==> config.mk <==
export PLATFORM = sky130hd
export DESIGN_NAME = caesar_sweep_core
export DESIGN_NICKNAME = d
export VERILOG_FILES = /design/src/rtl/caesar_sweep_core.sv
export SDC_FILE = /design/constraint.sdc
export NUM_CORES = 1
export LEC_CHECK = 0
export CAP_MARGIN = 20
export CORE_MARGIN = 5
export CORE_UTILIZATION = 61
export CTS_CLUSTER_DIAMETER = 50
export CTS_CLUSTER_SIZE = 14
export DETAILED_ROUTE_END_ITERATION = 16
export HOLD_SLACK_MARGIN = 0.12
export PLACE_DENSITY = 0.83
export SLEW_MARGIN = 20
export SYNTH_ARGS = -nofsm -noshare
export SYNTH_HDL_FRONTEND = slang
export SYNTH_SLANG_ARGS = --single-unit
==> constraint.sdc <==
create_clock -name CLOCK_50 -period 3.7 [get_ports CLOCK_50]
set_clock_uncertainty 0.2 [all_clocks]
set_input_delay 0.555 -clock CLOCK_50 [delete_from_list [all_inputs] [get_ports CLOCK_50]]
set_output_delay 0.555 -clock CLOCK_50 [all_outputs]
set_load 0.01 [all_outputs]
==> src/rtl/caesar_sweep_core.sv <==
// Caesar-cipher sweep engine: auto/step advancing source symbol with a registered encrypt/decrypt result.
// Optional BCD outputs are enabled by defining CAESAR_BCD_OUT_EN.
module caesar_sweep_core #(
    parameter int ALPHA    = 26,
    parameter int W        = 5,
    parameter int TICK_DIV = 50000000
) (
    input  logic         CLOCK_50,
    input  logic         rst,
    input  logic         ENCRYPT,
    input  logic [W-1:0] key,
    input  logic         run,
    input  logic         step,
    output logic [W-1:0] src,
    output logic [W-1:0] dst,
    output logic [W-1:0] key_used,
    output logic         key_err,
    output logic         out_valid
`ifdef CAESAR_BCD_OUT_EN
    ,
    output logic [7:0]   src_bcd,
    output logic [7:0]   dst_bcd,
    output logic [7:0]   key_bcd
`endif
);

    localparam int            CW       = (TICK_DIV > 1) ? $clog2(TICK_DIV) : 1;
    localparam logic [CW-1:0] CNT_LAST = CW'(TICK_DIV - 1);
    localparam logic [W:0]    ALPHA_X  = (W + 1)'(ALPHA);
    localparam logic [W-1:0]  SYM_LAST = W'(ALPHA - 1);

    typedef enum logic [1:0] {
        IDLE,
        RUN,
        PAUSE
    } state_t;

    state_t        state;
    logic [CW-1:0] cnt;
    logic          tick;
    logic          advance;
    logic          adv_d;
    logic          mode_q;
    logic [W:0]    sum;
    logic [W:0]    diff;

    // A step during RUN is ignored, so tick and step together still give a single advance.
    always_comb begin
        tick    = (state == RUN) && (cnt == CNT_LAST);
        advance = tick || ((state == PAUSE) && step);
        sum     = {1'b0, src} + {1'b0, key_used};
        diff    = {1'b0, src} + ALPHA_X - {1'b0, key_used};
    end

    always_ff @(posedge CLOCK_50) begin
        if (rst) begin
            state     <= IDLE;
            cnt       <= '0;
            src       <= '0;
            adv_d     <= 1'b0;
            out_valid <= 1'b0;
        end else begin
            adv_d     <= advance;
            out_valid <= adv_d;
            if (advance) begin
                src <= (src == SYM_LAST) ? '0 : src + W'(1);
            end
            if ((state != RUN) || tick) begin
                cnt <= '0;
            end else begin
                cnt <= cnt + CW'(1);
            end
            case (state)
                IDLE:    state <= run ? RUN : PAUSE;
                RUN:     if (!run) state <= PAUSE;
                PAUSE:   if (run) state <= RUN;
                default: state <= IDLE;
            endcase
        end
    end

    // Key and mode are registered first, so a switch change reaches dst two edges later.
    always_ff @(posedge CLOCK_50) begin
        if (rst) begin
            key_used <= '0;
            key_err  <= 1'b0;
            mode_q   <= 1'b0;
            dst      <= '0;
        end else begin
            key_used <= ({1'b0, key} >= ALPHA_X) ? SYM_LAST : key;
            key_err  <= ({1'b0, key} >= ALPHA_X);
            mode_q   <= ENCRYPT;
            if (mode_q) begin
                dst <= (sum >= ALPHA_X) ? W'(sum - ALPHA_X) : W'(sum);
            end else begin
                dst <= (src >= key_used) ? (src - key_used) : W'(diff);
            end
        end
    end

`ifdef CAESAR_BCD_OUT_EN
    function automatic logic [7:0] to_bcd(input logic [W-1:0] v);
        logic [7:0] wide;
        wide = 8'(v);
        return ((wide / 8'd10) << 4) | (wide % 8'd10);
    endfunction

    always_ff @(posedge CLOCK_50) begin
        if (rst) begin
            src_bcd <= 8'h00;
            dst_bcd <= 8'h00;
            key_bcd <= 8'h00;
        end else begin
            src_bcd <= to_bcd(src);
            dst_bcd <= to_bcd(dst);
            key_bcd <= to_bcd(key_used);
        end
    end
`endif

endmodule
# Word level (Yosys, flattened, before mapping)
# Index checks and enable logic that the tools add are counted.
[op_classes] n_addsub=7 order_cmp=3 eq_ne=7 muxes=9 reduce_logical=8
[op_table] operator="$add 26x1->26 const B" n=1
[op_table] operator="$eq 26x26->1 const B" n=1
[op_table] operator="$mux 5" n=5
[op_table] operator="$sub 5x5->5" n=2
[op_table] operator="$add 5x5->6" n=1
[op_table] operator="$ge 6x5->1 const B" n=1
[op_table] operator="$mux 2" n=3
[op_table] operator="$pmux 2 s3" n=1
[op_table] operator="$add 5x1->5 const B" n=1
[op_table] operator="$add 5x5->5 const B" n=1
[op_table] operator="$eq 5x5->1 const B" n=1
[op_table] operator="$ge 5x5->1" n=1
[op_table] operator="$ge 5x5->1 const B" n=1
[op_table] operator="$sub 5x5->5 const B" n=1
[op_table] operator="$ne 2x2->1 const B" n=2
[op_table] operator="$reduce_or 2->1" n=2
[op_table] operator="$eq 2x1->1 const B" n=1
[op_table] operator="$eq 2x2->1 const B" n=1
[op_table] operator="$logic_and 1x1->1" n=2
[op_table] operator="$logic_not 2->1" n=1
[op_table] operator="$logic_or 1x1->1" n=2
[op_table] operator="$ne 2x1->1 const B" n=1
[op_table] operator="$reduce_and 2->1" n=1
[word_totals] register_bits=47 output_inout_bits=17 word_cells=44

# Depth between registers and ports, before layout
# Gate-level depths: netlist of run 1.
[logic_depth] ltp_word=4 depth_mapped=10 ltp_nobuf=10

# Worst setup path after synthesis of run 1
# OpenSTA, ideal clock, no wires.
[synth_path] path_type="register to register" start="reg src[0]" end="reg dst[2]" setup_ps=86 arrival_time_ps=2226 setup_slack_ps=1188 stages_incl_launch_ff=10 n_path_buf=0 period_less_slack_ps=2512 cell_sequence="dfxtp_1 > ha_1 > inv_1 > fa_1 > o21bai_1 > a21oi_1 > xor2_1 > a31oi_2 > mux2_2 > a211oi_1"
[synth_via] elab_chain_len=4
[synth_lines] item="start: declaration" line="14" rtl="output logic [W-1:0] src,"
[synth_lines] item="start signal: assignment" line="66" rtl="src <= (src == SYM_LAST) ? '0 : src + W'(1);"
[synth_lines] item="$add 5x5->5 / $add 5x5->6 (equally long branches)" line="52, 51"
[synth_lines] item="$sub 5x5->5 (tied with other cells)" line="52" rtl="diff = {1'b0, src} + ALPHA_X - {1'b0, key_used};"
[synth_lines] item="$mux 5, on equally long branches" line="96, 94"
[synth_lines] item="$mux 5 (*)" line="93" rtl="if (mode_q) begin"
[synth_lines] item="end signal: assignment" line="94" rtl="dst <= (sum >= ALPHA_X) ? W'(sum - ALPHA_X) : W'(sum);"
[synth_lines] item="end signal: assignment" line="96" rtl="dst <= (src >= key_used) ? (src - key_used) : W'(diff);"
[synth_lines] item="end: declaration" line="15" rtl="output logic [W-1:0] dst,"
# Mark *: on every way between the ends. The rest lies on a longest branch, timed or not.
# A chain may end at the register's enable or synchronous reset.

# Worst setup path in the final report of run 1
# Same ends and word-level chain as after synthesis.

==> impl_results.md, run 1 <==
- Outcome: completed
- RSZ-0062 raised after global routing: false
- Critical Path End: dst[2]
- CP required: between 3 and 4 ns
- TritonCTS clock tree: done
- Worst-path clk slew: 0.09 ns
- Vias: 1,992
- Number of enable flip-flop cells after synthesis: 0
- Peak VDD IR: 0.000282 V
- Final hold vios: 0
- Post-CTS setup buffer count: 0
- Levels on crit path: 9
- P per Cell Area: 327 nW/um^2
- Initial DRC Count: 113
- Setup-failing EPs final: 0
- Post-CTS sizing: 0
- Worst skew pair latency: 0.31 ns
- Setup crit end kind: register
- Crit. Startpoint: src[0]
- Hold Buf Count CTS: 0
- Via density: 5.44
- Share of cells above drive strength 1: 0.0570
- Worst slack at placement: 1.03 ns
- CP Buf/Inv Count: 1
- Least-Margin Pin Slew: ~0.5 ns
- Root Driver: clkbuf_8
- Worst Setup Slack, final: roughly 0.97 ns
- Hpwl dp: 3690 um
- Io pins: 27
- Vias in the first global route: 1,924
- # port buffers: 26
- Max stage delay on crit path: 0.46 ns
- Fmax: between 300 and 400 MHz
- R2R Setup Slk: 0.97 ns
- Final WL: 4890 um
- Yosys warnings: 0
- Final net count: 347
- Final Wtd Congestion: 0.888
- Worst path arrival time: 2.76 ns
- Slowest cell on crit path: dfxtp_1
- Final TNS setup: 0 ns
- Seq cells post-synth: 47
- Fillcell total: approximately 300
- Fin crit share: 0.738
- Largest delay share family, worst path: compound AO/OA/AOI/OAI gates
- Register area share after synthesis: 0.367
- Fin crit period: 2.73 ns
- Crit start category: register
- Initial antenna violation count: 0
- Initial Util: 0.637
- Hold WC Path Type: reg -> reg
- DIE WIDTH: approximately 75 um
- Post-route ant nets: 0
- Synthesized instance count: 287
- Die extent in y: 74.9 um
- Max cap viols: 0
- Post-synthesis instance area: 2570 um^2
- Mean Syn Cell Area: 8.94 um^2
- Crit path cell chain: ha_1 -> inv_1 -> fa_1 -> o21bai_1 -> a21oi_1 -> xor2_1 -> a31oi_2 -> mux2_2 -> a211oi_1
- Crit path max fanout: 7
- CTS sink cnt: 47
- Relative slew slack: 0.662
- Multi-input gate area: 1510 um^2
- FP Rows: 23
- Grt ovf: 0
- Ys async rst share: 0
- Worst reg2reg path endpoint: dst[2]
- Synth cell types: 51
- Register area: 941 um^2
- Num CTS Buffers: 5
- Clock Path Buffers: 2
- Leak: between 1 and 1.5 nW
- Worst reg-to-reg path cell count: 9
- H-tree levels: 2
- Die Footprint: 5600 um^2
- Fin. max-slew vios: 0
- ANT cells: 0
- Wire per inst: 13.4 um
- Drt first pass iters: 4
- Ys flop type: dfxtp_1
- Setup CP Type: reg -> reg
- Total nets after synthesis: 319
- Largest net degree at the start of global routing: 27
- Worst R2R Start: src[0]
- Tot GR Track Use: 0.189
- First-pass GRT wire length: 8270 um
- Area grow syn2layout: 15.3%
- Core area: 4030 um^2
- Drt drc: 0
## cells by family after synthesis
| logic type | after synthesis | share of synthesized area |
|---|---|---|
| flops | 47 | 0.367 |
| mux | 5 | 0.0200 |
| simple gates | 117 | 0.244 |
| compound gates | 37 | 0.0995 |
| xor+xnor | 30 | 0.105 |
| buf+inv | 29 | 0.0453 |
| fa+ha+maj | 22 | 0.119 |
## cells in the mapped netlist, drive strengths merged (2+ instances only)
master | number | area [um^2]
or3 | 3 | 18.8
fa | 4 | 80.1
buf | 6 | 30.0
and2 | 6 | 37.5
o21ai | 4 | 31.3
nand2 | 15 | 56.3
a31oi | 2 | 18.8
a21oi | 14 | 70.1
a211oi | 5 | 37.5
ha | 18 | 225
nor4b | 2 | 17.5
nand3 | 13 | 70.1
nand2b | 4 | 25.0
nor4 | 3 | 40.0
nand4 | 5 | 46.3
xor2 | 11 | 96.3
inv | 22 | 82.6
xnor2 | 19 | 174
nor3 | 7 | 40.0
dfxtp | 47 | 941
nand3b | 2 | 15.0
and3 | 5 | 31.3
nor2 | 42 | 158
nor2b | 6 | 37.5
nand4b | 3 | 26.3
mux2i | 4 | 40.0
## placed cells by master (no fill, tap or decap), types with 5 or more instances in the layout
cell / count
and3_1: 5
dfxtp_1: 47
nor2_1: 42
nand3_1: 12
clkbuf_8: 5
clkdlybuf4s50_1: 26
xor2_1: 11
xnor2_1: 18
a211oi_1: 5
ha_1: 18
inv_1: 22
nand2_1: 15
a21oi_1: 14
nor2b_1: 6
and2_1: 6
nor3_1: 6
## power breakdown
group / switching [mW] / internal (mW)
Combinational: 0.0610 / 0.0651
Sequential: 0.00866 / 0.519
Clock: 0.179 / 0.136
## cell type report
cell class	instances	area share
Timing Repair Buffer	28	0.0930
Inverter	22	0.0279
Sequential cell	47	0.318
Multi-Input combinational cell	211	0.510
Clock buffer	6	0.0245
Clock inverter	2	0.00550
Tap cell	50	0.0211
## how the worst min path moves through the flow
| stage | slack (ns) | depth (start not counted) | end | startpoint |
|---|---|---|---|---|
| final | 0.23 | 1 | out_valid | adv_d |
| after global routing | 0.26 | 1 | out_valid | adv_d |
| after CTS | 0.24 | 1 | out_valid | adv_d |
| after detailed placement | 0.23 | 1 | out_valid | adv_d |
| after global placement | 0.22 | 1 | out_valid | adv_d |
| after floorplan | 0.21 | 1 | out_valid | adv_d |
## metal layers
metal  routed length (um)  GRT usage
met1                 2350      0.245
met2                 2210      0.305
met3                  257     0.0454
met4                   72     0.0692
met5                    0          0
## stage by stage
step	hold slack (ns)	instances	utilization	power, mW	cell area [um^2]
after floorplan	0.214	287	-	0.618	2570
after global placement	0.220	358	0.712	0.663	2870
after detailed placement	0.226	358	0.712	0.666	2870
after CTS	0.245	366	0.734	0.979	2960
after global routing	0.261	366	0.734	1.01	2960
final	0.233	366	0.734	0.969	2960
## flip-flops by register name, indices dropped and copies added (netlist names)
name	flops
cnt	26
state	2
out_valid	1
src	5
key_err	1
key_used	5
dst	5
mode_q	1
adv_d	1
Note: power is estimated with default switching activity, not from simulation.
==> inputs of run 2 (changes only) <==
--- a/config.mk
+++ b/config.mk
@@ -7,12 +7,12 @@
 export LEC_CHECK = 0
 export CAP_MARGIN = 20
 export CORE_MARGIN = 5
-export CORE_UTILIZATION = 61
+export CORE_UTILIZATION = 51
 export CTS_CLUSTER_DIAMETER = 50
 export CTS_CLUSTER_SIZE = 14
 export DETAILED_ROUTE_END_ITERATION = 16
 export HOLD_SLACK_MARGIN = 0.12
-export PLACE_DENSITY = 0.83
+export PLACE_DENSITY = 0.74
 export SLEW_MARGIN = 20
 export SYNTH_ARGS = -nofsm -noshare
 export SYNTH_HDL_FRONTEND = slang
==> constraint.sdc (replaced) <==
create_clock -name CLOCK_50 -period 2.3 [get_ports CLOCK_50]
set_clock_uncertainty 0.2 [all_clocks]
set_input_delay 0.345 -clock CLOCK_50 [delete_from_list [all_inputs] [get_ports CLOCK_50]]
set_output_delay 0.345 -clock CLOCK_50 [all_outputs]
set_load 0.01 [all_outputs]
==> run 2 against run 1 <==
Against the previous run:
- via count increased by 5.4%
- sequential share of layout area shrank 2.8 points
- the flow now finishes with violations (negative setup slack)
- non-clock buffer count increased by 22
- wire length rose by 11%
- largest power group unchanged
==> impl_results.md, run 2 (same netlist as run 1, synthesis figures left out) <==
- Setup crit end kind: register
- Final WL: between 5000 and 6000 um
- Post-CTS setup buffer count: 0
- Vias in the first global route: about 2,100
- P per Cell Area: 490 nW/um^2
- DIE WIDTH: 80.9 um
- Worst Setup Slack, final: -0.00272 ns
- Grt ovf: 0
- Max FFs per register: 26
- Hpwl dp: 3990 um
- ANT cells: 0
- Hold_ws: 0.239 ns
- Initial DRC Count: 79
- Relative slew slack: 0.790
- Hold WC Path Type: reg -> reg
- Initial Util: 0.533
- Fin crit share: 1.00
- TritonCTS clock tree: done
- Clock Path Buffers: 2
- Outcome: complete, but fails checks
- Max stage delay on crit path: 0.38 ns
- Overall power: between 1.5 and 2 mW
- Fillcell total: 376
- Commonest non-fill, non-tap cell in the layout: nor2_1
- Max cap viols: 0
- Final net count: 369
- Setup-failing EPs final: 1
- Core area: 4820 um^2
- Num CTS Buffers: 5
- Crit start category: register
- Worst path arrival time: 2.32 ns
- Io pins: 27
- Hold Buf Count CTS: 0
- Crit path max fanout: 3
- Final Wtd Congestion: between 0.8 and 0.9
- # port buffers: 26
- Final TNS setup: -0.00272 ns
- Share of cells above drive strength 1: 0.207
- Final hold vios: 0
- RSZ-0062 raised after global routing: true
- H-tree levels: 2
- Most frequent cells in the layout: nor2_1, dfxtp_1, clkdlybuf4s50_1, buf_4, inv_1
- Peak VDD IR: about 0.00035 V
- Drt drc: 0
- Crit path cell chain: ha_4 -> inv_2 -> fa_2 -> o21bai_1 -> a21oi_1 -> xor2_1 -> a31oi_2 -> mux2_4 -> a211oi_2
- Biggest register: cnt
- Hold Path Cell Cnt: 1
- Vias: about 2,100
- Worst skew pair latency: between 0.3 and 0.4 ns
- FP Rows: 25
- Failing checks: negative setup slack
- Die Footprint: about 6600 um^2
- Tot GR Track Use: 0.178
- CP required: around 2.3 ns
- Post-route ant nets: 0
- Fin crit period: 2.30 ns
- Leak: 1.22 nW
- CTS sink cnt: 47
- Die extent in y: 80.9 um
- Area grow syn2layout: 28.7%
- Fin. max-slew vios: 0
- Largest net degree at the start of global routing: 27
- Drt first pass iters: 4
- Slowest cell on crit path: dfxtp_4
- Least-Margin Pin Slew: 0.313 ns
- Fmax: 434 MHz
- R2R Setup Slk: -0.003 ns
- Setup CP Type: reg -> reg
- First-pass GRT wire length: 9160 um
- Wire per inst: 13.4 um
- Initial antenna violation count: 0
- Worst reg-to-reg path cell count: 9
- Worst-path clk slew: 0.09 ns
- Worst slack at placement: -0.0769 ns
- Root Driver: clkbuf_8
- Via density: 5.19
run 2: layout make-up:
cell class,count,area (um^2),share of cell area
clock inverter,3,22.5,0.00682
clock buffer,5,68.8,0.0208
sequential,47,956,0.290
timing repair buffer,50,453,0.137
multi-input combinational,211,1630,0.495
inverter,22,85.1,0.0258
tap,67,83.8,0.0254
run 2: critical path, delay by kind of cell, from the launching register on:
family                   cells  cell delay (ns)
multiplexers                 1             0.32
adder cells (fa/ha/maj)      2             0.48
XOR/XNOR                     1             0.16
AO/OA/AOI/OAI                4             0.64
flip-flops                   1             0.38
buffers and inverters        1             0.03
run 2: stage by stage:
| step | std cells | area, um^2 | utilization |
|---|---|---|---|
| 6_report | 405 | 3300 | 0.685 |
| 5_1_grt | 405 | 3300 | 0.685 |
| 4_1_cts | 405 | 3250 | 0.674 |
| 3_5_place_dp | 397 | 3120 | 0.647 |
| 3_3_place_gp | 397 | 3120 | 0.647 |
| 2_1_floorplan | 287 | 2610 | - |
run 2: report_power, final:
part	switching [mW]	internal [mW]
clock	0.296	0.218
combinational	0.117	0.139
sequential	0.0142	0.834
run 2: repair_timing:
| action | CTS | global route |
|---|---|---|
| endpoints found under the setup margin | 3 | 7 |
| pin swaps | 6 | 10 |
| resized for setup | 7 | 14 |
run 2: final timing paths:
path | endpoint | start
max | dst[2] | src[0]
min | out_valid | adv_d
max reg2reg | dst[2] | src[0]
min reg2reg | out_valid | adv_d
run 2: metal layers:
metal	part of all wire	track usage
met5	0	0
met3	0.048	0.0466
met4	0.016	0.0608
met2	0.46	0.286
met1	0.48	0.232
==> inputs of run 3 (changes only) <==
--- a/config.mk
+++ b/config.mk
@@ -7,12 +7,12 @@
 export LEC_CHECK = 0
 export CAP_MARGIN = 20
 export CORE_MARGIN = 5
-export CORE_UTILIZATION = 51
+export CORE_UTILIZATION = 30
 export CTS_CLUSTER_DIAMETER = 50
 export CTS_CLUSTER_SIZE = 14
 export DETAILED_ROUTE_END_ITERATION = 16
 export HOLD_SLACK_MARGIN = 0.12
-export PLACE_DENSITY = 0.74
+export PLACE_DENSITY = 0.47
 export SLEW_MARGIN = 20
 export SYNTH_ARGS = -nofsm -noshare
 export SYNTH_HDL_FRONTEND = slang
==> run 3 against run 2 <==
Against the previous run:
- the run now ends clean
- fmax is 2.1% higher
- register-to-register slack gained 0.05 ns
- global-route usage fell by 5.3 points
- die area increased by 60%
- utilization is 28 points lower
- sequential power hardly changed
- worst hold slack improved by 0.024 ns
- critical path depth unchanged
- largest cell class unchanged
==> impl_results.md, run 3 (same netlist as run 1, synthesis figures left out) <==
- Outcome: completed
- Peak VDD IR: 0.000247 V
- Slowest cell on crit path: dfxtp_4
- Setup-failing EPs final: 0
- Crit path cell chain: ha_4 -> inv_2 -> fa_2 -> o21bai_1 -> a21oi_1 -> xor2_1 -> a31oi_2 -> mux2_4 -> a211oi_2
- Final hold vios: 0
- First-pass GRT wire length: 10,300 um
- Drt first pass iters: 4
- Post-route ant nets: 0
- RSZ-0062 raised after global routing: true
- Core area: 8260 um^2
- Fin crit period: 2.26 ns
- H-tree levels: 2
- Commonest non-fill, non-tap cell in the layout: nor2_1
- Tot GR Track Use: 0.125
- Initial DRC Count: 51
- Crit path max fanout: 2
- Hold WC Path Type: reg -> reg
- Largest delay share family, worst path: compound AO/OA/AOI/OAI gates
- Worst slack at placement: -0.0432 ns
- Vias in the first global route: 2,160
- Worst skew pair latency: 0.31 ns
- ANT cells: 0
- Hpwl dp: roughly 4600 um
- Setup CP Type: reg -> reg
- Share of cells above drive strength 1: 0.226
- CP required: between 2 and 2.5 ns
- Max FFs per register: 26
- CP Buf/Inv Count: 1
- Final Wtd Congestion: around 0.75
- Fillcell total: 840
- Worst-path clk slew: approximately 0.11 ns
- Area grow syn2layout: 32.1%
- DIE WIDTH: between 100 and 150 um
- Fin crit share: 0.981
- FP Rows: 33
- Largest net degree at the start of global routing: 18
- Final net count: 380
- Least-Margin Pin Slew: 0.352 ns
- Overall power: around 1.7 mW
- Drt drc: 0
- Most frequent cells in the layout: nor2_1, dfxtp_1, buf_4, clkdlybuf4s50_1, inv_1
- Wire per inst: about 13 um
- Die Footprint: 10,500 um^2
- Grt ovf: 0
- Root Driver: clkbuf_8
- CTS sink cnt: 47
- Final WL: roughly 5900 um
- Io pins: 27
- Max stage delay on crit path: 0.37 ns
- TritonCTS clock tree: done
- # port buffers: 26
- Fin. max-slew vios: 0
- Via density: 4.53
- Initial antenna violation count: 0
- Crit start category: register
- Initial Util: 0.311
- Register area: 953 um^2
- Biggest register: cnt
- Multi-input gate area: roughly 1600 um^2
- Worst Setup Slack, final: around 0.045 ns
- P per Cell Area: 487 nW/um^2
- Vias: 2,057
- Clock Path Buffers: 2
- Die extent in y: 102 um
- Leak: approximately 1.3 nW
- Relative slew slack: 0.762
- Worst path arrival time: about 2.3 ns
- Num CTS Buffers: 5
- Fmax: 443 MHz
- Max cap viols: 0
- Setup crit end kind: register
run 3: cell count changes in the layout (fill, tap and decap cells not counted), sizes merged:
cell	previous run	this run
buf	24	35
clkinv	2	0
inv	23	25
run 3: repair_timing:
item,in CTS,in global routing
gates resized for setup,4,13
hold buffers,0,0
setup endpoints to repair,2,9
setup buffers,1,1
pin swaps,10,10
run 3: power by group:
group          total (mW)  internal (mW)  switching (mW)
clock network       0.539          0.223           0.315
logic               0.266          0.144           0.122
registers           0.848          0.835          0.0128
run 3: per-layer routing:
layer / vias to the layer above / GRT usage / wire (um)
met3: 4 / 0.0284 / 185
met2: 30 / 0.206 / 2690
met1: 927 / 0.167 / 2960
li1: 1096 / - / -
met4: 0 / 0.0303 / 41
met5: - / 0 / 0
run 3: area by class of cell:
type | instances | area share
repair buffers | 61 | 0.154
inverters | 22 | 0.0244
flip-flops and latches | 47 | 0.281
multi-input cells | 211 | 0.474
clock buffers | 5 | 0.0203
clock inverters | 3 | 0.00701
well taps | 105 | 0.0388
run 3: final timing paths:
path,to,depth (start not counted),slack (ns),startpoint
setup / recovery,dst[2],9,0.04,src[0]
setup reg to reg,dst[2],9,0.04,src[0]
hold / removal,out_valid,1,0.26,adv_d
hold reg to reg,out_valid,1,0.26,adv_d
run 3: per-stage QoR:
stage,utilization,setup TNS (ns),area (um^2),hold WS [ns],instances
floorplan,-,-0.0140,2610,0.214,287
global placement,0.391,0,3230,0.260,445
detailed placement,0.391,-0.0817,3230,0.250,445
CTS,0.404,-0.0286,3340,0.267,454
global route,0.410,-0.174,3390,0.299,454
finish,0.410,0,3390,0.263,454
